==> config.mk <==
export PLATFORM = sky130hd
export DESIGN_NAME = axil_master
export DESIGN_NICKNAME = d
export VERILOG_FILES = /design/src/rtl/axil_master.sv
export SDC_FILE = /design/constraint.sdc
export NUM_CORES = 1
export LEC_CHECK = 0
export CAP_MARGIN = 20
export CORE_MARGIN = 2
export CORE_UTILIZATION = 25
export CTS_BUF_LIST = sky130_fd_sc_hd__clkbuf_16
export CTS_CLUSTER_SIZE = 28
export DETAILED_ROUTE_END_ITERATION = 10
export DONT_BUFFER_PORTS = 1
export PLACE_DENSITY = 0.46
export SYNTH_ARGS = -nofsm -noshare
export SYNTH_HDL_FRONTEND = slang
export SYNTH_SLANG_ARGS = --single-unit
==> constraint.sdc <==
create_clock -name m_axi_aclk -period 5.1 [get_ports m_axi_aclk]
set_input_delay 1.02 -clock m_axi_aclk [delete_from_list [all_inputs] [get_ports m_axi_aclk]]
set_output_delay 1.02 -clock m_axi_aclk [all_outputs]
set_load 0.05 [all_outputs]
==> src/rtl/axil_master.sv <==
// Single-outstanding AXI4-Lite master: one command in, one AW/W/B or AR/R transaction, one response out.
// Optional AXIL_MASTER_ERRCNT_EN adds a saturating count of non-OKAY responses on err_count.
//
// state   | meaning
// IDLE    | waiting for a command, cmd_ready high
// WADDR   | AW and W offered, each dropped on its own handshake
// WRESP   | bready high, waiting for B
// RADDR   | AR offered
// RDATA   | rready high, waiting for R
// RSP     | response held on rsp_* until accepted

module axil_master #(
    parameter int axil_addr_width = 32,
    parameter int axil_data_width = 32
) (
    input  logic                         m_axi_aclk,
    input  logic                         m_axi_areset,

    input  logic                         cmd_valid,
    output logic                         cmd_ready,
    input  logic                         cmd_write,
    input  logic [axil_addr_width-1:0]   cmd_addr,
    input  logic [axil_data_width-1:0]   cmd_wdata,
    input  logic [axil_data_width/8-1:0] cmd_wstrb,

    output logic                         rsp_valid,
    input  logic                         rsp_ready,
    output logic                         rsp_write,
    output logic [axil_data_width-1:0]   rsp_rdata,
    output logic [1:0]                   rsp_resp,

`ifdef AXIL_MASTER_ERRCNT_EN
    output logic [15:0]                  err_count,
`endif

    output logic                         m_axi_awvalid,
    input  logic                         m_axi_awready,
    output logic [axil_addr_width-1:0]   m_axi_awaddr,
    output logic [2:0]                   m_axi_awprot,

    output logic                         m_axi_wvalid,
    input  logic                         m_axi_wready,
    output logic [axil_data_width-1:0]   m_axi_wdata,
    output logic [axil_data_width/8-1:0] m_axi_wstrb,

    input  logic                         m_axi_bvalid,
    output logic                         m_axi_bready,
    input  logic [1:0]                   m_axi_bresp,

    output logic                         m_axi_arvalid,
    input  logic                         m_axi_arready,
    output logic [axil_addr_width-1:0]   m_axi_araddr,
    output logic [2:0]                   m_axi_arprot,

    input  logic                         m_axi_rvalid,
    output logic                         m_axi_rready,
    input  logic [axil_data_width-1:0]   m_axi_rdata,
    input  logic [1:0]                   m_axi_rresp
);

    typedef enum logic [2:0] {
        S_IDLE,
        S_WADDR,
        S_WRESP,
        S_RADDR,
        S_RDATA,
        S_RSP
    } state_t;

    state_t state, state_nx;

    logic                         live;
    logic                         aw_done;
    logic                         w_done;
    logic                         write_q;
    logic [axil_addr_width-1:0]   addr_q;
    logic [axil_data_width-1:0]   wdata_q;
    logic [axil_data_width/8-1:0] wstrb_q;
    logic [axil_data_width-1:0]   rdata_q;
    logic [1:0]                   resp_q;

    logic cmd_fire, rsp_fire, aw_fire, w_fire, b_fire, ar_fire, r_fire;

    // Every handshake output decodes from registered state only; live keeps
    // cmd_ready low until the first clock after reset release.
    assign cmd_ready     = live && (state == S_IDLE);
    assign m_axi_awvalid = (state == S_WADDR) && !aw_done;
    assign m_axi_wvalid  = (state == S_WADDR) && !w_done;
    assign m_axi_bready  = (state == S_WRESP);
    assign m_axi_arvalid = (state == S_RADDR);
    assign m_axi_rready  = (state == S_RDATA);
    assign rsp_valid     = (state == S_RSP);

    assign m_axi_awaddr  = addr_q;
    assign m_axi_araddr  = addr_q;
    assign m_axi_wdata   = wdata_q;
    assign m_axi_wstrb   = wstrb_q;
    assign m_axi_awprot  = 3'b000;
    assign m_axi_arprot  = 3'b000;

    assign rsp_write     = write_q;
    assign rsp_rdata     = rdata_q;
    assign rsp_resp      = resp_q;

    assign cmd_fire = cmd_valid && cmd_ready;
    assign rsp_fire = rsp_valid && rsp_ready;
    assign aw_fire  = m_axi_awvalid && m_axi_awready;
    assign w_fire   = m_axi_wvalid && m_axi_wready;
    assign b_fire   = m_axi_bvalid && m_axi_bready;
    assign ar_fire  = m_axi_arvalid && m_axi_arready;
    assign r_fire   = m_axi_rvalid && m_axi_rready;

    always_comb begin
        state_nx = state;
        case (state)
            S_IDLE:  if (cmd_fire) state_nx = cmd_write ? S_WADDR : S_RADDR;
            S_WADDR: if ((aw_done || aw_fire) && (w_done || w_fire)) state_nx = S_WRESP;
            S_WRESP: if (b_fire) state_nx = S_RSP;
            S_RADDR: if (ar_fire) state_nx = S_RDATA;
            S_RDATA: if (r_fire) state_nx = S_RSP;
            S_RSP:   if (rsp_fire) state_nx = S_IDLE;
            default: state_nx = S_IDLE;
        endcase
    end

    always_ff @(posedge m_axi_aclk or posedge m_axi_areset) begin
        if (m_axi_areset) begin
            state   <= S_IDLE;
            live    <= 1'b0;
            aw_done <= 1'b0;
            w_done  <= 1'b0;
            write_q <= 1'b0;
            addr_q  <= '0;
            wdata_q <= '0;
            wstrb_q <= '0;
            rdata_q <= '0;
            resp_q  <= 2'b00;
        end else begin
            state <= state_nx;
            live  <= 1'b1;
            if (cmd_fire) begin
                write_q <= cmd_write;
                addr_q  <= cmd_addr;
                aw_done <= 1'b0;
                w_done  <= 1'b0;
                if (cmd_write) begin
                    wdata_q <= cmd_wdata;
                    wstrb_q <= cmd_wstrb;
                end
            end
            if (aw_fire) aw_done <= 1'b1;
            if (w_fire)  w_done  <= 1'b1;
            if (b_fire) begin
                resp_q  <= m_axi_bresp;
                rdata_q <= '0;
            end
            if (r_fire) begin
                resp_q  <= m_axi_rresp;
                rdata_q <= m_axi_rdata;
            end
        end
    end

`ifdef AXIL_MASTER_ERRCNT_EN
    always_ff @(posedge m_axi_aclk or posedge m_axi_areset) begin
        if (m_axi_areset) begin
            err_count <= 16'h0000;
        end else if (((b_fire && m_axi_bresp != 2'b00) || (r_fire && m_axi_rresp != 2'b00))
                     && err_count != 16'hFFFF) begin
            err_count <= err_count + 16'd1;
        end
    end
`endif

endmodule
==> results_dict.tcl <==
set metrics [dict create \
    outcome "complete, no violations" \
    clockBufferDepth 2 \
    initial_core_util_pct 25.5 \
    min_period_over_period_pct 61.0 \
    finalNonFillerCells 514 \
    finalSetupViolCount 0 \
    dp_hpwl_mm 7.03 \
    yosysSeqAreaShare_pct 59.6 \
    worst-r2r-cell-count 4 \
    finClkSkew_ns 0.0135 \
    fin_crit_ns 3.11 \
    relSlewSlack_pct 30.3 \
    slew_violations 0 \
    r2r_end "rsp_rdata[31]" \
    rows 49 \
    cts_buffers 9 \
    timing_worst_slew_pin_value_ns 1.04 \
    synth_cell_type_count 34 \
    synthFlopType "dfrtp_1" \
    antenna_found_initial 1 \
    rrSetupSlack_ns 2.72 \
    num_io_pins 262 \
    grt_pass1_vias 2540 \
    yosys_warnings 0 \
    synth_area_per_cell_um2 14.5 \
    hold_viol_final 0 \
    path_clk_slew_ns 0.07 \
    synthArstFlopShare_pct 100 \
    cts_sinks 109 \
    cp_max_fo 10 \
    die_h_um 139 \
    ant_nets 0 \
    drv_cap 0 \
    place_ws_ns 2.25 \
    crit_path_end_kind "primary output" \
    vias 2301 \
    synth_edf_count 0 \
    wirelength_mm 9.64 \
    fin_tns_setup_ns 0 \
    busiest_layer "met2" \
    grt_use_total_pct 10.1 \
    grt_max_degree 57 \
    nets 393 \
    dr.pass1.iters 4 \
    critical_path_required_ns 4.08 \
    post_cts_buffers 0 \
    port_buffers 0 \
    synth_top_cells_by_count "dfrtp_1 (109), mux2_2 (51), buf_4 (42)" \
    arrival_ns 2.09 \
    clock-root-buffer "clkbuf_16" \
    synth.most_common_cell "dfrtp_1" \
    rsz0062_at_grt "no" \
    setup.worst_path.end "m_axi_wvalid" \
    overflow 0 \
    synth_top_area_cell "dfrtp_1" \
    drt-initial-drc-count 92 \
    synth_cells 315 \
    grt_util_met1_pct 11.2 \
    cts_resized 0 \
    clock.fmax_ghz 0.321 \
    setup_ws_ns 1.99 \
    dieArea_um2 19400 \
    vias_per_cell 4.48 \
    grt_pass1_wl_mm 15.0 \
    synth_area_um2 4570 \
    criticalPathCategory "reg -> out" \
    syn_to_final_growth_pct 5.58 \
    die_w_um 139 \
    ys_ff_latch 109 \
    worst_r2r_startpoint "state[2]" \
    gp_congestion 0.659 \
    cts-hold-fix-buffers 0 \
    fp.coreArea_um2 18000 \
    met2_usage_pct 17.5 \
    post_route_cells_drive_above_1_share_pct 29.9 \
    hp-class "reg -> reg" \
    insertion_delay_ns 0.35 \
    synth_top_area_share_pct 59.6 \
    crit_start "state[1]" \
    drcViolationCount 0 \
    dp_cells 495 \
    grt_util_met3_pct 4.03 \
    n_fill_cell 1816 \
    htreeDepth 3 \
    cts_tree "done" \
    crit_path_start_kind "register" \
    yosys-top-cells-area "dfrtp_1 (60%), mux2_2 (13%), buf_4 (6.9%)" \
    drt-wirelength-per-cell_um 18.8 \
]
-- cells by family after synthesis --
logic type	Yosys count	share of synthesized area [%]
buf+inv	57	9.79
simple gates	29	3.97
other cells	2	0.164
flops	109	59.6
compound gates	47	8.21
mux	71	18.2
-- critical path: stages, from the launching register on --
cell,delay [ns]
dfrtp_1,0.55
nor2_1,0.26
nand2_1,0.12
nor2_1,0.82
-- sequential cells by signal (all words and copies together), names as in the netlist --
name,count
state,3
m_axi_wstrb,4
aw_done,1
m_axi_wdata,32
live,1
rsp_write,1
m_axi_araddr,32
rsp_rdata,32
w_done,1
rsp_resp,2
-- routing by layer --
metal	up-vias	share of wire, %
met5	-	0
met4	0	1.0
met3	10	9.0
met2	158	51
met1	1141	39
li1	992	-
-- cell type report --
type                            count  area, µm²  area share (%)
Multi-Input combinational cell    154       1420            29.4
Inverter                            2       10.0           0.207
Timing Repair Buffer                3       62.6            1.30
Clock buffer                        9        225            4.66
Antenna cell                        1       2.50          0.0518
Tap cell                          229        287            5.93
Sequential cell                   109       2730            56.5
Clock inverter                      7       97.6            2.02
-- per-stage QoR --
step           area (µm²)  hold slack, ns  util [%]
3_5_place_dp         4450           0.509      24.8
3_3_place_gp         4450           0.506      24.8
6_report             4830           0.516      26.9
4_1_cts              4770           0.519      26.6
2_1_floorplan        4590           0.479         -
5_1_grt              4830           0.588      26.9
-- worst min path at each step --
| stage | startpoint | to | slack [ns] | cells after the start |
|---|---|---|---|---|
| final | w_done | w_done | 0.52 | 1 |
| after global routing | w_done | w_done | 0.59 | 1 |
| after CTS | w_done | w_done | 0.52 | 1 |
| after detailed placement | w_done | w_done | 0.51 | 1 |
| after global placement | w_done | w_done | 0.51 | 1 |
| after floorplan | w_done | w_done | 0.48 | 1 |
-- placed cells by master, fill, tap and decap left out, types with 3 or more instances in the layout --
master     count
a21oi_1        4
a22o_1        33
and2_1         3
clkbuf_16      9
conb_1         7
dfrtp_1      109
mux2_1         8
mux2_2        51
mux2_4        10
nand2_1        7
nor2_1         5
nor2b_1        3
o21ai_0        4
Power is left out: the tool's default activity adds up to more than one toggle a clock period on the data nets, which glitch-free logic cannot reach.
